### src/rtl/sisc_pkg.sv
// Shared fetch-path types and constants for the instruction fetch unit and the IR consumer.
package sisc_pkg;

    localparam int INSTR_W = 32;
    localparam int PC_W    = 16;

    localparam logic [PC_W-1:0] RESET_PC = '0;

    typedef struct packed {
        logic [PC_W-1:0]    pc;
        logic [INSTR_W-1:0] instr;
    } fetch_entry_t;

endpackage

### src/rtl/sync_fifo.sv
// Generic synchronous FIFO: registered storage, head visible combinationally, one cycle push-to-pop.
// Backpressure: push ignored when full unless a pop happens the same cycle; pop ignored when empty.
module sync_fifo #(
    parameter int WIDTH = 8,
    parameter int DEPTH = 4
) (
    input  logic                     i_clk,
    input  logic                     i_rst,
    input  logic                     i_clear,
    input  logic                     i_push,
    input  logic [WIDTH-1:0]         i_data,
    input  logic                     i_pop,
    output logic [WIDTH-1:0]         o_data,
    output logic                     o_full,
    output logic                     o_empty,
    output logic [$clog2(DEPTH):0]   o_count
);

    localparam int AW = $clog2(DEPTH);
    localparam int CW = AW + 1;

    logic [WIDTH-1:0] r_mem [DEPTH];
    logic [AW-1:0]    r_wr_ptr;
    logic [AW-1:0]    r_rd_ptr;
    logic [CW-1:0]    r_count;

    logic w_do_pop;
    logic w_do_push;

    assign o_full    = (r_count == CW'(DEPTH));
    assign o_empty   = (r_count == '0);
    assign o_count   = r_count;
    assign o_data    = r_mem[r_rd_ptr];

    assign w_do_pop  = i_pop && !o_empty;
    assign w_do_push = i_push && (!o_full || w_do_pop);

    always_ff @(posedge i_clk) begin
        if (i_rst || i_clear) begin
            r_wr_ptr <= '0;
            r_rd_ptr <= '0;
            r_count  <= '0;
        end else begin
            if (w_do_push) begin
                r_wr_ptr <= r_wr_ptr + AW'(1);
            end
            if (w_do_pop) begin
                r_rd_ptr <= r_rd_ptr + AW'(1);
            end
            r_count <= r_count + CW'(w_do_push) - CW'(w_do_pop);
        end
    end

    // Storage needs no reset: entries are only read once the pointers say they were written.
    always_ff @(posedge i_clk) begin
        if (w_do_push) begin
            r_mem[r_wr_ptr] <= i_data;
        end
    end

endmodule

### src/rtl/instr_fetch_unit.sv
// Fetch PC, credit-limited imem requests and in-order instruction buffer feeding the IR; no bypass from empty.
// Backpressure: requests stop once buffered + outstanding words reach DEPTH; redirect flushes and drops in-flight replies.
module instr_fetch_unit
    import sisc_pkg::*;
#(
    parameter int ADDR_W = PC_W,
    parameter int DEPTH  = 4
) (
    input  logic                 i_clk,
    input  logic                 i_rst,
    input  logic                 i_redirect,
    input  logic [ADDR_W-1:0]    i_redirect_pc,
    input  logic                 i_next_instr,
    output logic                 o_ir_load,
    output logic [INSTR_W-1:0]   o_read_data,
    output logic [ADDR_W-1:0]    o_instr_pc,
    output logic                 o_imem_req,
    output logic [ADDR_W-1:0]    o_imem_addr,
    input  logic                 i_imem_gnt,
    input  logic                 i_imem_rvalid,
    input  logic [INSTR_W-1:0]   i_imem_rdata
);

    localparam int CW = $clog2(DEPTH) + 1;
    localparam logic [CW:0] SLOT_LIMIT = (CW+1)'(DEPTH);

    typedef struct packed {
        logic [ADDR_W-1:0]  pc;
        logic [INSTR_W-1:0] instr;
    } entry_t;

    logic [ADDR_W-1:0] r_pc;
    logic [CW-1:0]     r_outstanding;
    logic [CW-1:0]     r_drop_cnt;

    logic [CW-1:0]     w_count;
    logic              w_empty;
    logic              w_full;
    entry_t            w_head;
    entry_t            w_push_entry;

    logic [ADDR_W-1:0] w_tag_pc;
    logic [CW-1:0]     w_tag_count;
    logic              w_tag_empty;
    logic              w_tag_full;

    logic [CW:0]       w_slots;
    logic              w_req;
    logic              w_grant;
    logic              w_rsp;
    logic              w_keep;
    logic              w_load;
    logic              w_unused;

    assign w_slots = {1'b0, w_count} + {1'b0, r_outstanding};
    assign w_req   = !i_rst && !i_redirect && (w_slots < SLOT_LIMIT);
    assign w_grant = w_req && i_imem_gnt;

    // A reply with nothing outstanding belongs to a request abandoned by reset.
    assign w_rsp   = i_imem_rvalid && (r_outstanding != '0);
    assign w_keep  = w_rsp && (r_drop_cnt == '0) && !i_redirect;
    assign w_load  = i_next_instr && !w_empty && !i_redirect;

    assign w_push_entry.pc    = w_tag_pc;
    assign w_push_entry.instr = i_imem_rdata;

    assign o_imem_req  = w_req;
    assign o_imem_addr = r_pc;
    assign o_ir_load   = w_load;
    assign o_read_data = w_empty ? '0 : w_head.instr;
    assign o_instr_pc  = w_empty ? '0 : w_head.pc;

    assign w_unused = &{1'b0, w_full, w_tag_full, w_tag_empty, w_tag_count};

    // Address tags of live requests, popped as their replies are buffered; dropped replies never had a tag here.
    sync_fifo #(
        .WIDTH (ADDR_W),
        .DEPTH (DEPTH)
    ) u_tag_q (
        .i_clk   (i_clk),
        .i_rst   (i_rst),
        .i_clear (i_redirect),
        .i_push  (w_grant),
        .i_data  (r_pc),
        .i_pop   (w_keep),
        .o_data  (w_tag_pc),
        .o_full  (w_tag_full),
        .o_empty (w_tag_empty),
        .o_count (w_tag_count)
    );

    sync_fifo #(
        .WIDTH ($bits(entry_t)),
        .DEPTH (DEPTH)
    ) u_instr_q (
        .i_clk   (i_clk),
        .i_rst   (i_rst),
        .i_clear (i_redirect),
        .i_push  (w_keep),
        .i_data  (w_push_entry),
        .i_pop   (w_load),
        .o_data  (w_head),
        .o_full  (w_full),
        .o_empty (w_empty),
        .o_count (w_count)
    );

    always_ff @(posedge i_clk) begin
        if (i_rst) begin
            r_pc          <= ADDR_W'(RESET_PC);
            r_outstanding <= '0;
            r_drop_cnt    <= '0;
        end else if (i_redirect) begin
            // Everything still in flight after this cycle's reply is stale.
            r_pc          <= i_redirect_pc;
            r_outstanding <= r_outstanding - CW'(w_rsp);
            r_drop_cnt    <= r_outstanding - CW'(w_rsp);
        end else begin
            if (w_grant) begin
                r_pc <= r_pc + ADDR_W'(1);
            end
            r_outstanding <= r_outstanding + CW'(w_grant) - CW'(w_rsp);
            if (w_rsp && (r_drop_cnt != '0)) begin
                r_drop_cnt <= r_drop_cnt - CW'(1);
            end
        end
    end

endmodule
### config.mk
export PLATFORM = sky130hd
export DESIGN_NAME = instr_fetch_unit
export DESIGN_NICKNAME = d
export VERILOG_FILES = /design/src/rtl/sisc_pkg.sv /design/src/rtl/sync_fifo.sv /design/src/rtl/instr_fetch_unit.sv
export SDC_FILE = /design/constraint.sdc
export NUM_CORES = 1
export LEC_CHECK = 0
export BUFFER_PORTS_ARGS = -buffer_cell sky130_fd_sc_hd__buf_2
export CORE_MARGIN = 5
export CORE_UTILIZATION = 24
export DETAILED_ROUTE_END_ITERATION = 8
export HOLD_SLACK_MARGIN = 0.08
export MAX_ROUTING_LAYER = met4
export SYNTH_ARGS = -nofsm -noshare
export SYNTH_HDL_FRONTEND = slang
export SYNTH_HIERARCHICAL = 1
export SYNTH_SLANG_ARGS = --single-unit
### constraint.sdc
create_clock -name i_clk -period 4.89 [get_ports i_clk]
set_input_delay 0.489 -clock i_clk [delete_from_list [all_inputs] [get_ports i_clk]]
set_output_delay 0.489 -clock i_clk [all_outputs]
set_load 0.005 [all_outputs]
==> PnR_summary.wiki, run 1 <==
{| class="wikitable"
! Metric !! Value
|-
| Layout area overhead || 18.5%
|-
| Hold Crit Depth || 1
|-
| Leakage power || 4.64 nW
|-
| Final count of negative-setup-slack endpoints || 0
|-
| Worst Hold End || u_instr_q/r_mem[0][29]
|-
| Slew Viols, Final || 0
|-
| Worst Max-Slew Pin Slew || 1040 ps
|-
| Source-to-sink clock delay at the later pin of the worst-skew pair || 540 ps
|-
| Endpoint required time on the critical path || 4400 ps
|-
| Headroom to the max-slew limit || 30.4%
|-
| Number of violations of the max-capacitance limit || 0
|-
| Utilization after layout || 28.7%
|-
| Via density per instance || 4.25
|-
| Peak per-stage delay on the critical path || 1000 ps
|-
| Final period util || 64.3%
|-
| Area taken by flip-flops and latches || 8490 um2
|-
| Outcome || completed
|-
| Number of warnings issued by yosys || 6
|-
| Post-CTS Hold Buffers || 0
|-
| Critical-path cell with the highest stage delay || sky130_fd_sc_hd__dfxtp_2
|-
| Total gr overflow || 0
|-
| Master cell of the clock root buffer || sky130_fd_sc_hd__clkbuf_16
|-
| DRT antenna net count || 0
|-
| Unrepaired setup endpoints after global routing || false
|-
| Detailed-route wire length per cell || 17.5 um
|-
| IO buf count || 119
|-
| Number of instances in the synthesized netlist || 644
|-
| Sort of element at the start of the critical path || flop
|-
| Number of global-route vias before repair || 6323
|-
| Net count, final || 847
|-
| Power Dens Cells || 378 nW/um2
|-
| Critical path peak fanout || 34
|-
| Post-CTS Resized || 0
|-
| Final routed wirelength across all metal layers || 25500 um
|-
| Final Hold Vio Count || 0
|-
| Final Total Pwr || 5.31 mW
|-
| Initial cell density of the core || 24.2%
|-
| Placeable core region || 49000 um2
|-
| Cell row count || 81
|-
| Register-to-Register Setup Slack || 1920 ps
|-
| Number of top-level pins || 120
|-
| Fraction of layout cells with a size suffix above 1 || 31.9%
|-
| Final critical delay including setup and external delays || 3140 ps
|-
| Type of the most critical hold path || input port to flop
|-
| Startpoint of the most critical hold path || i_imem_rdata[29]
|-
| Area of the multi-input gates || 3160 um2
|-
| Worst R2R Start || u_instr_q/o_count[1]
|-
| Die X-Extent || 232 um
|-
| Worst clock skew on the final layout || 15.6 ps
|-
| Fmax || 318 MHz
|-
| Largest net degree at the start of global routing || 49
|-
| Post-CTS setup repair buffer count || 0
|-
| Wire length of the first global-routing pass || 38800 um
|-
| Worst voltage drop across the vdd grid || 0.000283 V
|-
| Global-route total usage across every layer || 9.51%
|-
| Arrival time of the worst setup path || 2650 ps
|-
| Kind of end point of the critical path || output pin
|-
| First-pass DRT Iterations || 5
|-
| Register clock-pin slew on the reported worst setup and hold paths || 60 ps
|-
| CP Buf/Inv Count || 2
|-
| Number of buffers created by CTS || 27
|-
| Series of cell instances along the critical path || buf_4 > mux4_2 > nor2b_1 > buf_2
|-
| Number of cells traversed by the worst register-to-register path || 11
|-
| Max clock buf depth || 3
|-
| Dpl hpwl || 16500 um
|-
| Cell family with the largest share of critical-path delay || flip-flops
|-
| CTS Sinks || 296
|-
| Synthesized area || 11900 um2
|-
| Level count of the clock H-tree || 1
|-
| Height of the die || 232 um
|-
| Type of the setup path with the least slack || flop to output pin
|-
| DRC violation total after the first TritonRoute iteration || 375
|-
| Count of unresolved DRC violations after routing || 0
|-
| Clock tree from TritonCTS || built
|-
| Filler cells || 4825
|-
| Total Die Area || 54000 um2
|-
| Number of antenna violations at the first check in global routing || 1
|-
| Synthesized area per cell || 18.4 um2
|-
| Capturing point of the worst reg2reg path || r_outstanding[2]
|-
| Routed vias || 6195
|-
| Final weighted congestion in routability-driven placement || 0.767
|-
| Net count of the mapped netlist || 720
|-
| Post-Route Setup TNS || 0 ps
|}
## cells in the final DEF (no fill, tap or decap), types with 9 or more instances in the layout
cell type	count
sky130_fd_sc_hd__edfxtp_1	256
sky130_fd_sc_hd__buf_2	119
sky130_fd_sc_hd__mux4_2	64
sky130_fd_sc_hd__nor2b_1	48
sky130_fd_sc_hd__dfxtp_1	38
sky130_fd_sc_hd__nand2_1	32
sky130_fd_sc_hd__clkbuf_16	27
sky130_fd_sc_hd__ha_1	19
sky130_fd_sc_hd__a31oi_1	14
sky130_fd_sc_hd__inv_1	13
sky130_fd_sc_hd__nand3_1	9
sky130_fd_sc_hd__clkinv_2	9
## layout make-up
type                    instances  share of cell area (%)
flip-flops and latches        296                    60.4
well taps                     664                    5.91
repair buffers                127                    4.66
inverters                      14                   0.374
clock inverters                19                    1.18
diodes                          1                  0.0178
multi-input cells             305                    22.5
clock buffers                  31                    4.98
## power breakdown
part	internal, mW	switching [mW]	total [mW]	leakage, nW
combinational	0.165	0.210	0.375	1.56
clock	1.14	0.912	2.06	0.426
sequential	2.83	0.0520	2.88	2.65
## per-stage QoR
stage                     hold WS, ps  area, um2  cells  setup slack [ps]
after detailed placement          504      13200   1406              1680
final                             166      14100   1457              1750
after global routing              139      14100   1456              1600
after floorplan                   471      11900    644              2060
after global placement            486      13200   1406              1770
after CTS                         130      14100   1456              1640
## routing by layer
layer | global-route usage [%] | share of wire (%)
met5 | - | 0
met3 | 2.05 | 5.2
met4 | 1.57 | 1.6
met2 | 14.4 | 46
met1 | 13.5 | 48
## sequential cells by signal, indices dropped and copies added (netlist names), named ones only
| signal | count |
|---|---|
| u_instr_q/r_rd_ptr | 2 |
| u_tag_q/r_mem | 64 |
| r_drop_cnt | 3 |
| u_instr_q/r_mem | 192 |
| u_instr_q/o_count | 3 |
| u_tag_q/r_wr_ptr | 2 |
| u_tag_q/r_rd_ptr | 2 |
| u_instr_q/r_wr_ptr | 2 |
| u_tag_q/o_count | 3 |
| r_outstanding | 3 |
| o_imem_addr | 16 |
## worst max path at each step
stage	cells after the start	endpoint	startpoint	slack, ps
6_report	4	o_read_data[29]	flop	1750
5_1_grt	3	o_instr_pc[4]	flop	1600
4_1_cts	4	o_read_data[29]	flop	1640
3_5_place_dp	9	u_tag_q/o_count[1]	i_redirect	1680
3_3_place_gp	11	r_outstanding[2]	i_redirect	1770
2_1_floorplan	11	u_instr_q/o_count[2]	u_instr_q/o_count[1]	2060
No activity file was read; power rests on OpenSTA's default activity.
==> inputs of run 2 (changes only) <==
==> constraint.sdc (replaced) <==
create_clock -name i_clk -period 2.6 [get_ports i_clk]
set_input_delay 0.26 -clock i_clk [delete_from_list [all_inputs] [get_ports i_clk]]
set_output_delay 0.26 -clock i_clk [all_outputs]
set_load 0.005 [all_outputs]
==> PnR_summary.wiki, run 2 (synthesis results as in run 1) <==
{| class="wikitable"
! Metric !! Value
|-
| First-pass DRT Iterations || 5
|-
| Placeable core region || 49000 um2
|-
| Cell row count || 81
|-
| Number of antenna violations at the first check in global routing || 0
|-
| CTS Sinks || 296
|-
| Leakage power || 5.04 nW
|-
| Worst setup endpoint || r_outstanding[2]
|-
| Largest register by flop count || u_instr_q/r_mem
|-
| Headroom to the max-slew limit || 53.9%
|-
| Count of unresolved DRC violations after routing || 0
|-
| Critical path peak fanout || 3
|-
| ANT cells || 0
|-
| Max layer used || met4
|-
| Most common library cell in the layout ignoring fill and taps || sky130_fd_sc_hd__edfxtp_1
|-
| Max FFs per register || 192
|-
| Final critical delay including setup and external delays || 2470 ps
|-
| Final count of negative-setup-slack endpoints || 0
|-
| Register clock-pin slew on the reported worst setup and hold paths || 60 ps
|-
| Type of the setup path with the least slack || flop to flop
|-
| Initial cell density of the core || 24.2%
|-
| Routed length on met3 || 1340 um
|-
| Worst voltage drop across the vdd grid || 0.000435 V
|-
| Slew Viols, Final || 0
|-
| Clock tree from TritonCTS || built
|-
| Total non-filler cell area in the finished layout || 14900 um2
|-
| Worst R2R Start || r_outstanding[2]
|-
| Capturing point of the worst reg2reg path || r_outstanding[2]
|-
| Amount of wire on met2 after detailed routing || 11800 um
|-
| Slack of the critical path || 134 ps
|-
| Critical Path Source || r_outstanding[2]
|-
| DP Area || 13500 um2
|-
| Largest net degree at the start of global routing || 49
|-
| DRT antenna net count || 0
|-
| Height of the die || 232 um
|-
| Kind of end point of the critical path || flop
|-
| Met1 Routed Length || 11600 um
|-
| Global-route total usage across every layer || 9.50%
|-
| Unrepaired setup endpoints after global routing || false
|-
| IO buf count || 119
|-
| Dpl hpwl || 16000 um
|-
| Final weighted congestion in routability-driven placement || 0.788
|-
| Top library cells by usage in the layout, fill and taps aside || sky130_fd_sc_hd__edfxtp_1, sky130_fd_sc_hd__buf_2, sky130_fd_sc_hd__mux4_2, sky130_fd_sc_hd__nor2b_1, sky130_fd_sc_hd__dlygate4sd3_1
|-
| Number of global-route vias before repair || 6675
|-
| Final period util || 94.8%
|-
| DRC violation total after the first TritonRoute iteration || 412
|-
| Via density per instance || 4.16
|-
| Source-to-sink clock delay at the later pin of the worst-skew pair || 560 ps
|-
| Number of top-level pins || 120
|-
| Detailed-route wire length per cell || 16.6 um
|-
| Final routed wirelength across all metal layers || 25400 um
|-
| Worst clock skew on the final layout || 10.1 ps
|-
| Final Hold Vio Count || 0
|-
| Max clock buf depth || 3
|-
| Total Die Area || 54000 um2
|-
| Master cell of the clock root buffer || sky130_fd_sc_hd__clkbuf_16
|-
| Die X-Extent || 232 um
|-
| Arrival time of the worst setup path || 2890 ps
|-
| Wire length of the first global-routing pass || 39300 um
|-
| Total gr overflow || 0
|-
| Register-to-Register Setup Slack || 130 ps
|-
| Number of violations of the max-capacitance limit || 0
|-
| Filler cells || 4805
|-
| Power Dens Cells || 687 nW/um2
|-
| Outcome || completed
|-
| Net count, final || 926
|-
| Number of cells traversed by the worst register-to-register path || 11
|-
| Layout area overhead || 25.7%
|-
| Number of buffers created by CTS || 31
|-
| Endpoint required time on the critical path || 3030 ps
|-
| Sort of element at the start of the critical path || flop
|-
| Type of the most critical hold path || input port to flop
|-
| Post-placement worst setup slack || -8.51 ps
|-
| Fraction of layout cells with a size suffix above 1 || 32.1%
|-
| Routed vias || 6373
|-
| Fmax || 406 MHz
|-
| Worst Max-Slew Pin Slew || 692 ps
|-
| Level count of the clock H-tree || 1
|}
## run 2: cell types whose count changed in the layout (fill, tap and decap cells not counted), moves of 2 or more
cell                            delta
sky130_fd_sc_hd__clkinv_1          +3
sky130_fd_sc_hd__clkbuf_1          +4
sky130_fd_sc_hd__dfxtp_2           +2
sky130_fd_sc_hd__dfxtp_1           -2
sky130_fd_sc_hd__buf_12            +9
sky130_fd_sc_hd__clkinv_4          -2
sky130_fd_sc_hd__buf_4            +17
sky130_fd_sc_hd__clkinvlp_4        -3
sky130_fd_sc_hd__dlygate4sd3_1    +48
sky130_fd_sc_hd__clkinv_2          -2
sky130_fd_sc_hd__clkbuf_16         +4
## run 2: where the power goes
group	internal (mW)	switching [mW]	leakage (nW)
registers	5.32	0.0892	2.65
logic	0.412	0.425	1.94
clock network	2.27	1.73	0.447
total	8.00	2.24	5.04
## run 2: how the worst min path moves through the flow
stage | startpoint | end | slack, ps | depth (start not counted)
finish | i_redirect | u_instr_q/o_count[2] | 220 | 3
global route | i_redirect | u_tag_q/r_rd_ptr[0] | 230 | 3
CTS | i_redirect | u_tag_q/o_count[2] | 180 | 3
detailed placement | i_imem_rdata[8] | u_instr_q/r_mem[3][8] | 480 | 1
global placement | i_imem_rdata[18] | u_instr_q/r_mem[0][18] | 480 | 1
floorplan | i_rst | u_tag_q/o_count[2] | 340 | 1
## run 2: per-stage QoR
stage / util (%) / std cells / hold slack, ps / TNS (ps) / total power [mW]
2_1_floorplan: - / 644 / 337 / 0 / 5.95
6_report: 30.5 / 1533 / 216 / 0 / 10.2
4_1_cts: 30.4 / 1530 / 175 / 0 / 10.4
5_1_grt: 30.5 / 1533 / 227 / 0 / 10.7
3_5_place_dp: 27.5 / 1430 / 480 / -8.51 / 6.29
3_3_place_gp: 27.5 / 1430 / 475 / 0 / 6.27
## run 2: critical path, stage by stage, from the launching register on
cell,delay (ps)
sky130_fd_sc_hd__dfxtp_1,330
sky130_fd_sc_hd__ha_1,310
sky130_fd_sc_hd__nor2_1,160
sky130_fd_sc_hd__nand4_2,140
sky130_fd_sc_hd__ha_1,300
sky130_fd_sc_hd__inv_1,40
sky130_fd_sc_hd__ha_1,190
sky130_fd_sc_hd__fa_1,380
sky130_fd_sc_hd__xor2_1,150
sky130_fd_sc_hd__o21ai_1,160
sky130_fd_sc_hd__xnor2_1,140
sky130_fd_sc_hd__nor2_1,50
## run 2: area by class of cell
cell class	count	area, um2	area share (%)
Tap cell	664	831	5.57
Inverter	14	52.6	0.352
Timing Repair Buffer	202	1460	9.76
Sequential cell	296	8500	57.0
Multi-Input combinational cell	305	3180	21.3
Clock inverter	14	97.6	0.654
Clock buffer	38	802	5.38
## run 2: timing repair
| action | in CTS | in global routing |
|---|---|---|
| hold buffers | 48 | 0 |
| endpoints found under the setup margin | 1 | 21 |
| gates resized for setup | 1 | 6 |
| pin swaps | 0 | 4 |
| endpoints found under the hold margin | 144 | 0 |
| cloned | 0 | 0 |
| setup buffers | 0 | 3 |
## run 2: per-layer routing
layer | global-route usage, % | up-vias
li1 | - | 2978
met1 | 12.9 | 3197
met2 | 14.9 | 156
met3 | 2.04 | 42
met4 | 2.10 | 0
met5 | - | -
